File: src/rtl/cross_arbiter.sv
// cross_arbiter: round-robin arbiter for two requesters sharing one signed
// 11x11 multiplier that computes the 2-D cross product ax*by - ay*bx.
// One service takes four cycles: IDLE (grant/latch), MUL1, MUL2, DONE (ack).
module cross_arbiter (
  input  logic               clk,
  input  logic               reset,
  input  logic               req0,
  input  logic               req1,
  input  logic signed [10:0] ax0,
  input  logic signed [10:0] ay0,
  input  logic signed [10:0] bx0,
  input  logic signed [10:0] by0,
  input  logic signed [10:0] ax1,
  input  logic signed [10:0] ay1,
  input  logic signed [10:0] bx1,
  input  logic signed [10:0] by1,
  output logic               ack0,
  output logic               ack1,
  output logic signed [22:0] result,
  output logic               neg,
  output logic               zero,
  output logic               busy
);

  localparam logic [1:0] IDLE = 2'd0;
  localparam logic [1:0] MUL1 = 2'd1;
  localparam logic [1:0] MUL2 = 2'd2;
  localparam logic [1:0] DONE = 2'd3;

  logic [1:0]         state;
  logic               last_served;
  logic               grant;
  logic               win;
  logic signed [10:0] ax_q;
  logic signed [10:0] ay_q;
  logic signed [10:0] bx_q;
  logic signed [10:0] by_q;
  logic signed [21:0] temp;
  logic signed [10:0] mul_a;
  logic signed [10:0] mul_b;
  logic signed [21:0] product;
  logic signed [22:0] diff;

  // Round-robin pick: on a tie the requester not served last wins,
  // otherwise whichever requester is asking wins.
  always_comb begin
    win = 1'b0;
    if (req0 && req1) begin
      win = ~last_served;
    end else if (req0) begin
      win = 1'b0;
    end else begin
      win = 1'b1;
    end
  end

  // Steer the latched operands into the single shared multiplier:
  // ax*by during MUL1, ay*bx during MUL2.
  always_comb begin
    mul_a = ay_q;
    mul_b = bx_q;
    if (state == MUL1) begin
      mul_a = ax_q;
      mul_b = by_q;
    end
  end

  // The product of two 11-bit signed values always fits in 22 bits,
  // and the difference of two such products always fits in 23 bits.
  assign product = 22'(mul_a) * 22'(mul_b);
  assign diff    = 23'(temp) - 23'(product);
  assign busy    = (state != IDLE);

  // Main sequencer: grant and latch operands, run both multiplies,
  // register the result with its flags and pulse the winner's ack.
  always_ff @(posedge clk) begin
    if (reset) begin
      state       <= IDLE;
      last_served <= 1'b1;
      grant       <= 1'b0;
      ax_q        <= '0;
      ay_q        <= '0;
      bx_q        <= '0;
      by_q        <= '0;
      temp        <= '0;
      result      <= '0;
      neg         <= 1'b0;
      zero        <= 1'b1;
      ack0        <= 1'b0;
      ack1        <= 1'b0;
    end else begin
      ack0 <= 1'b0;
      ack1 <= 1'b0;
      case (state)
        IDLE: begin
          if (req0 || req1) begin
            grant       <= win;
            last_served <= win;
            ax_q        <= win ? ax1 : ax0;
            ay_q        <= win ? ay1 : ay0;
            bx_q        <= win ? bx1 : bx0;
            by_q        <= win ? by1 : by0;
            state       <= MUL1;
          end
        end
        MUL1: begin
          temp  <= product;
          state <= MUL2;
        end
        MUL2: begin
          result <= diff;
          neg    <= diff[22];
          zero   <= (diff == 23'sd0);
          ack0   <= ~grant;
          ack1   <= grant;
          state  <= DONE;
        end
        DONE: begin
          state <= IDLE;
        end
        default: begin
          state <= IDLE;
        end
      endcase
    end
  end

endmodule

File: config.mk
export PLATFORM = sky130hd
export DESIGN_NAME = cross_arbiter
export DESIGN_NICKNAME = d
export VERILOG_FILES = /design/src/rtl/cross_arbiter.sv
export SDC_FILE = /design/constraint.sdc
export NUM_CORES = 1
export LEC_CHECK = 0
export CORE_MARGIN = 2
export CORE_UTILIZATION = 40
export CTS_BUF_LIST = sky130_fd_sc_hd__clkbuf_2
export CTS_CLUSTER_SIZE = 30
export DETAILED_ROUTE_END_ITERATION = 10
export DONT_BUFFER_PORTS = 1
export MAX_ROUTING_LAYER = met4
export SYNTH_ARGS = -nofsm -noshare
export SYNTH_HDL_FRONTEND = slang
export SYNTH_SLANG_ARGS = --single-unit
File: constraint.sdc
create_clock -name clk -period 16.15 [get_ports clk]
set_clock_uncertainty 0.1 [all_clocks]
set_input_delay 0.8075 -clock clk [delete_from_list [all_inputs] [get_ports clk]]
set_output_delay 0.8075 -clock clk [all_outputs]
set_load 0.02 [all_outputs]
==> impl_metrics.py, run 1 <==
metrics = {
    "yosys": {
        "synth_cell_types": 67,
        "syn_area_mm2": 0.00998,
        "synthCells": 1120,
        "avgSynthCellArea_um2": 8.91,
        "ys_seq_elements": 96,
        "synth_edf_count": 0,
        "synthArstFlopShare_pct": 0,
        "synth_nets": 1398,
        "ys.flop_type": "dfxtp_1",
        "yosysWarnings": 0,
        "seq_area_frac_synth_pct": 19.3,
    },
    "timing": {
        "max_freq_ghz": 0.109,
        "post-route-period-util_pct": 56.6,
        "setup_tns_ps": 0,
        "layout_min_cycle_time_ps": 9140,
        "fin_ws_ps": 7010,
        "relSlewSlack_pct": 29.0,
        "setup_viol": 0,
        "tightest_slew_ps": 1030,
        "hold_violations": 0,
        "drv_slew": 0,
        "rsz0062_at_grt": "no",
    },
    "routing": {
        "post-route-drc-count": 0,
        "antenna_left": 0,
        "viasPerCell": 5.05,
        "routed_wl_um": 21800,
        "vias": 7167,
        "drtIter0Drc": 305,
        "dr.pass1.iters": 4,
        "wl_per_cell_um": 15.3,
    },
    "clocking": {
        "root_buffer": "clkbuf_2",
        "numCtsBuffers": 9,
        "cts_resized": 0,
        "postCtsSetupRepairBufs": 0,
        "clock_latency_ps": 610,
        "cts_buffer_depth": 2,
        "cts_sinks": 96,
        "hold_buffers": 0,
        "htree_levels": 3,
        "clk_pin_slew_ps": 270,
        "cts_tree": "built",
    },
    "placed_design": {
        "dpl.hpwl_um": 18200,
        "gp_congestion": 0.882,
        "port_buffers": 0,
        "place_ws_ps": 7070,
    },
    "setup_path": {
        "cp_slowest_stage_delay_ps": 860,
        "worstPathArrival_ps": 9590,
        "r2r-start": "state[1]",
        "slowest_stage": "mux2i_1",
        "startpoint_type": "flip-flop",
        "critPathKind": "reg2reg",
        "cp-end-kind": "flip-flop",
        "worstPathMaxFanout": 64,
        "critPathRequiredTime_ps": 16610,
        "r2r_setup_slack_ps": 7010,
        "r2r-end": "zero",
        "worst-path-buf-inv": 6,
        "critPathTopFamily": "adder cells",
        "r2r.worst_path.cells": 32,
        "crit_path_frequent_cell": "inv_1",
    },
    "finish": {
        "syn_to_final_growth_pct": 4.25,
        "diodes": 0,
        "drive_gt1_share_pct": 5.38,
        "final_nets": 1369,
    },
    "global_routing": {
        "grt_util_all_layers_pct": 17.7,
        "grt_max_degree": 97,
        "antenna_found_initial": 0,
        "grt_pass1_vias": 7160,
        "grt_overflow_total": 0,
        "grt_pass1_wl_um": 36600,
    },
    "min_path": {
        "min_path_cells": 1,
        "holdPathEnd": "temp[0]",
        "min_path_type": "in2reg",
        "hp-start": "reset",
    },
    "die": {
        "start_util_pct": 40.9,
        "io_pins": 120,
        "core_mm2": 0.0244,
        "die_h_um": 162,
        "rows": 57,
        "chipWidth_um": 162,
        "die-area_mm2": 0.0262,
    },
    "flow_run": {
        "drv_cap": 0,
    },
    "status": {
        "status": "finished clean",
    },
}
worst max path at each step:
stage	endpoint	from	slack (ps)	cells after the start
6_report	zero	state[1]	7010	32
5_1_grt	zero	state[1]	6440	32
4_1_cts	zero	state[1]	7050	32
3_5_place_dp	zero	state[1]	7070	32
3_3_place_gp	zero	state[1]	7060	32
2_1_floorplan	zero	state[1]	7700	32
state kept, by name, summed over array words and instances, names as in the netlist:
register / count
ack0: 1
ack1: 1
ax_q: 11
ay_q: 11
bx_q: 11
by_q: 11
grant: 1
last_served: 1
result: 23
state: 2
temp: 22
zero: 1
cells in the mapped netlist (3+ instances only):
master	number	area, µm²
nand2b_1	8	50.1
ha_1	68	851
o21ai_0	17	85.1
nor3_1	6	30.0
o21a_1	4	30.0
mux2i_1	94	941
o31ai_1	3	22.5
clkbuf_1	30	113
a21o_1	5	37.5
or2_2	6	37.5
and2_1	3	18.8
a211oi_1	59	443
o21bai_1	9	67.6
nand3_1	9	45.0
a21oi_1	37	185
fa_1	118	2360
mux2_2	18	203
buf_1	11	41.3
dfxtp_1	96	1920
inv_1	176	661
xnor2_1	33	289
nand2_1	65	244
and3_1	3	18.8
nor2_1	163	612
nor2b_1	11	68.8
nand4_1	6	37.5
nor3b_1	4	30.0
xor2_1	9	78.8
kinds of logic after synthesis:
logic type,Yosys count,synth area share (%)
flops,96,19.3
buf+inv,219,8.38
compound gates,164,11.5
fa+ha+maj,189,32.5
simple gates,298,13.2
mux,112,11.5
xor+xnor,42,3.69
final cells by class:
class                           instances  area, µm²
Clock buffer                           10       50.0
Clock inverter                          6       90.1
Fill cell                            2499      14000
Inverter                              176        661
Multi-Input combinational cell        805       7250
Sequential cell                        96       1920
Tap cell                              324        405
Timing Repair Buffer                    3       22.5
per-layer routing:
layer	GRT usage, %	wire length [µm]
met5	-	0
met4	5.03	520
met3	2.68	787
met2	28.1	9710
met1	23.8	10700
through the flow:
stage          std cells  instance area (µm²)  util, %  hold slack, ps
2_1_floorplan       1120                 9980        -             317
3_3_place_gp        1404                10300     42.1             329
3_5_place_dp        1404                10300     42.1             335
4_1_cts             1420                10400     42.7            19.5
5_1_grt             1420                10400     42.7            38.3
6_report            1420                10400     42.7             130
placed cells by master (no fill, tap or decap), types with 10 or more instances in the layout:
cell type / instances
mux2i_1: 94
xnor2_1: 33
dfxtp_1: 96
fa_1: 118
nor2b_1: 11
inv_1: 176
mux2_2: 18
nand2_1: 65
o21ai_0: 16
clkbuf_2: 10
ha_1: 67
a21oi_1: 37
a211oi_1: 59
nor2_1: 162
Power of run 1 is not shown: default switching activity piles up to over one toggle a cycle in this logic, so the estimate is an artifact.
==> run 2: changes to the inputs <==
Clock period 16.15 ns to 7.84 ns, I/O delays scaled along.
==> run 2 against run 1 <==
Effect of this change: cell area increased by 18%; non-clock buffer count increased by 169; routed wire length increased by 13%; setup slack got worse by 7000 ps; die area unchanged; first-iteration DRC count increased by 10%; global-route usage increased by 1.9 points; critical endpoint unchanged.
==> impl_metrics.py, run 2 (same netlist as run 1, synthesis figures left out) <==
metrics = {
    "status": {
        "status": "finished clean",
    },
    "timing": {
        "tightest_slew_ps": 751,
        "setup_viol": 0,
        "max_freq_ghz": 0.128,
        "layout_min_cycle_time_ps": 7790,
        "relSlewSlack_pct": 49.9,
        "hold_violations": 0,
        "rsz0062_at_grt": "yes",
        "post-route-period-util_pct": 99.3,
        "drv_slew": 0,
    },
    "die": {
        "start_util_pct": 40.9,
        "die_h_um": 162,
        "chipWidth_um": 162,
        "rows": 57,
        "core_mm2": 0.0244,
        "die-area_mm2": 0.0262,
        "io_pins": 120,
    },
    "setup_path": {
        "cp-startpoint": "state[1]",
        "critPathKind": "reg2reg",
        "cp_slowest_stage_delay_ps": 500,
        "critPathRequiredTime_ps": 8300,
        "r2r-start": "state[1]",
        "crit_path_frequent_cell": "fa_1",
        "worstPathMaxFanout": 6,
        "r2r.worst_path.cells": 32,
        "slowest_stage": "fa_1",
        "r2r-end": "zero",
        "worstPathArrival_ps": 8250,
        "cp-end-kind": "flip-flop",
        "r2r_setup_slack_ps": 50,
        "startpoint_type": "flip-flop",
    },
    "finish": {
        "reg_top3": "result: 23 flops, temp: 22 flops",
        "fill_cells": 2295,
        "final_nets": 1538,
        "utilization_pct": 50.3,
        "diodes": 0,
        "multi_input_area_mm2": 0.00756,
        "final_cell_mix": "inv_1, nor2_1, fa_1",
        "layout_commonest_cell": "inv_1",
        "syn_to_final_growth_pct": 22.9,
        "largest_register_ffs": 23,
        "layout.area.seq_mm2": 0.00192,
        "drive_gt1_share_pct": 14.6,
        "regMostFlops": "result",
    },
    "clocking": {
        "clock_latency_ps": 600,
        "clk_pin_slew_ps": 270,
        "cts_tree": "built",
        "root_buffer": "clkbuf_2",
        "numCtsBuffers": 9,
        "cts_sinks": 96,
        "htree_levels": 3,
        "cts_buffer_depth": 2,
    },
    "global_routing": {
        "grt_util_all_layers_pct": 19.6,
        "antenna_found_initial": 0,
        "grt_pass1_wl_um": 40400,
        "grt_max_degree": 97,
        "grt_overflow_total": 0,
        "grt_pass1_vias": 8146,
    },
    "placed_design": {
        "gp_congestion": 0.928,
        "dpl.hpwl_um": 19000,
        "port_buffers": 0,
    },
    "routing": {
        "dr.pass1.iters": 5,
        "antenna_left": 0,
        "viasPerCell": 5.04,
        "drtIter0Drc": 336,
        "routed_wl_um": 24700,
        "vias": 8009,
        "post-route-drc-count": 0,
        "wl_per_cell_um": 15.5,
    },
    "min_path": {
        "min_path_type": "in2reg",
        "holdPathEnd": "temp[9]",
        "min_path_cells": 2,
        "hp-start": "reset",
    },
    "flow_run": {
        "drv_cap": 0,
    },
}
==> run 2: changes by cell type in the layout (fill, tap and decap cells not counted), sizes merged <==
| cell | before | now |
|---|---|---|
| clkinv | 1 | 2 |
| buf | 3 | 82 |
| clkbuf | 10 | 9 |
| dlygate4sd3 | 0 | 90 |
==> run 2: final cells by class <==
class                      instances  share of cell area [%]
clock buffer                       9                   0.367
clock inverter                     7                   0.755
inverter                         176                    5.39
multi-input combinational        805                    61.7
sequential                        96                    15.7
tap                              324                    3.31
timing repair buffer             172                    12.8
==> run 2: repair_timing <==
action,in CTS,in global routing
hold buffers,91,0
buffers inserted,5,13
hold endpoints to repair,96,0
setup endpoints to repair,5,5
pin swaps,5,29
gates resized for setup,22,50
==> run 2: how the worst max path moves through the flow <==
stage / to / slack (ps) / cells past startpoint
2_1_floorplan: zero / 50 / 32
6_report: zero / 50 / 32
5_1_grt: result[21] / -280 / 30
4_1_cts: result[19] / 10 / 28
3_5_place_dp: zero / -140 / 28
3_3_place_gp: zero / -6 / 30
==> run 2: critical path: cells and delay by family (launching register included) <==
family | cells | cell delay, ps
simple gates | 7 | 1760
buf+inv | 8 | 760
mux | 1 | 230
fa+ha+maj | 8 | 3140
xor+xnor | 2 | 310
flops | 1 | 400
compound gates | 6 | 1030
==> run 2: metal layers <==
metal	routed length [µm]	track usage (%)	vias up
li1	-	-	3973
met1	11000	23.9	3821
met2	12400	34.4	176
met3	773	2.89	39
met4	510	4.71	0
met5	0	-	-
==> run 2: stage by stage <==
step	setup TNS, ps	setup WS (ps)	area (µm²)	std cells	hold WS, ps
after floorplan	0	47.5	10000	1120	317
after global placement	-11.4	-6.03	10700	1464	329
after detailed placement	-345	-138	10700	1464	342
after CTS	0	9.76	11900	1576	1.39
after global routing	-922	-280	12300	1589	5.98
final	0	53.3	12300	1589	36.0
Power of run 2 is left out for the same reason.
==> run 3: changes to the inputs <==
Settings changed: CELL_PAD_IN_SITES_DETAIL_PLACEMENT from default to 1, CELL_PAD_IN_SITES_GLOBAL_PLACEMENT from default to 1, PLACE_DENSITY from default to 0.69.
==> run 3 against run 2 <==
Effect of this change: the flow now finishes with violations (negative setup slack); cell area increased by 1.2%; die area unchanged; setup slack got worse by 72 ps; sequential cell count unchanged.
==> impl_metrics.py, run 3 (same netlist as run 1, synthesis figures left out) <==
metrics = {
    "status": {
        "status": "complete, but fails checks",
        "violations": "negative setup slack",
    },
    "die": {
        "chipWidth_um": 162,
        "io_pins": 120,
        "die-area_mm2": 0.0262,
        "start_util_pct": 40.9,
        "die_h_um": 162,
        "core_mm2": 0.0244,
        "rows": 57,
    },
    "min_path": {
        "hp-start": "by1[10]",
        "min_path_type": "in2reg",
        "holdPathEnd": "by_q[10]",
        "min_path_cells": 3,
    },
    "placed_design": {
        "port_buffers": 0,
        "gp_congestion": 0.877,
        "postPlaceCellArea_mm2": 0.0107,
        "place_inst": 1462,
        "dpl.hpwl_um": 21800,
    },
    "clocking": {
        "cts_buffer_depth": 2,
        "clk_pin_slew_ps": 300,
        "cts_tree": "built",
        "root_buffer": "clkbuf_2",
        "numCtsBuffers": 9,
        "cts_sinks": 96,
        "clock_latency_ps": 650,
        "htree_levels": 3,
    },
    "finish": {
        "final_nets": 1543,
        "largest_register_ffs": 23,
        "regMostFlops": "result",
        "drive_gt1_share_pct": 15.7,
        "fill_cells": 2832,
        "fin_cells": 1597,
        "final_cell_mix": "inv_1, nor2_1, fa_1",
        "layout.area.seq_mm2": 0.00192,
        "reg_top3": "result: 23 flops, temp: 22 flops",
        "syn_to_final_growth_pct": 24.4,
        "fin_area_mm2": 0.0124,
        "multi_input_area_mm2": 0.00765,
        "layout_commonest_cell": "inv_1",
    },
    "timing": {
        "setup_tns_ps": -18.7,
        "post-route-period-util_pct": 100,
        "relSlewSlack_pct": 42.6,
        "tightest_slew_ps": 861,
        "fin_ws_ps": -18.7,
        "rsz0062_at_grt": "yes",
        "drv_slew": 0,
        "setup_viol": 1,
        "hold_violations": 0,
        "max_freq_ghz": 0.127,
        "layout_min_cycle_time_ps": 7860,
    },
    "routing": {
        "post-route-drc-count": 0,
        "dr.pass1.iters": 4,
        "routed_wl_um": 29900,
        "antenna_left": 0,
        "vias": 8342,
        "wl_per_cell_um": 18.7,
        "drtIter0Drc": 245,
        "viasPerCell": 5.22,
    },
    "setup_path": {
        "critPathKind": "reg2reg",
        "critPathRequiredTime_ps": 8310,
        "cp_slowest_stage_delay_ps": 560,
        "r2r.worst_path.cells": 31,
        "worstPathArrival_ps": 8320,
        "r2r_setup_slack_ps": -20,
        "slowest_stage": "fa_1",
        "critPathTopFamily": "adder cells",
        "r2r-end": "zero",
        "startpoint_type": "flip-flop",
        "worst-path-buf-inv": 5,
        "cp-end-kind": "flip-flop",
        "worstPathMaxFanout": 8,
        "r2r-start": "state[1]",
    },
    "global_routing": {
        "antenna_found_initial": 3,
        "grt_max_degree": 97,
        "grt_pass1_wl_um": 47700,
        "grt_util_all_layers_pct": 23.7,
        "grt_overflow_total": 0,
        "grt_pass1_vias": 9161,
    },
    "flow_run": {
        "drv_cap": 0,
    },
}
-- run 3: changes by cell type in the layout (fill, tap and decap cells not counted), sizes merged --
cell / change
clkinv: -1
buf: +2
inv: +3
clkinvlp: -1
bufinv: -1
diode: +3
dlygate4sd3: +3
-- run 3: worst max-delay path by stage --
stage | startpoint | endpoint | slack, ps | cells past startpoint
6_report | state[1] | zero | -20 | 31
5_1_grt | state[1] | zero | -350 | 31
4_1_cts | state[1] | zero | -20 | 27
3_5_place_dp | state[1] | zero | -180 | 31
3_3_place_gp | state[1] | zero | 30 | 27
2_1_floorplan | state[1] | zero | 50 | 32
-- run 3: what timing repair did --
item | in CTS | in global routing
buffers inserted | 10 | 12
pin swaps | 13 | 30
hold buffers | 94 | 0
resized for setup | 28 | 56
endpoints found under the hold margin | 96 | 0
gates cloned | 1 | 0
setup endpoints to repair | 5 | 6
-- run 3: layout make-up --
| cell class | count | area share (%) |
|---|---|---|
| Sequential cell | 96 | 15.5 |
| Inverter | 176 | 5.32 |
| Clock buffer | 9 | 0.363 |
| Timing Repair Buffer | 177 | 13.2 |
| Multi-Input combinational cell | 805 | 61.7 |
| Tap cell | 324 | 3.27 |
| Clock inverter | 7 | 0.665 |
| Antenna cell | 3 | 0.0605 |
-- run 3: per-layer routing --
metal | GRT usage [%] | up-vias | wire length, µm
met5 | - | - | 0
met4 | 7.20 | 0 | 1020
met3 | 3.19 | 67 | 837
met2 | 43.6 | 178 | 15800
met1 | 26.7 | 4121 | 12200
li1 | - | 3976 | -
-- run 3: tightest hold or removal path, stage by stage --
cell and delay, ps:
mux2i_1 100, dlygate4sd3_1 550, a211oi_1 60
-- run 3: through the flow --
step | hold WS, ps | utilization, % | setup slack (ps)
finish | 371 | 50.9 | -18.7
global route | 305 | 50.9 | -354
CTS | 320 | 49.4 | -17.6
detailed placement | 345 | 43.9 | -180
global placement | 329 | 43.9 | 26.3
floorplan | 317 | - | 47.5
Power of run 3 is left out for the same reason.
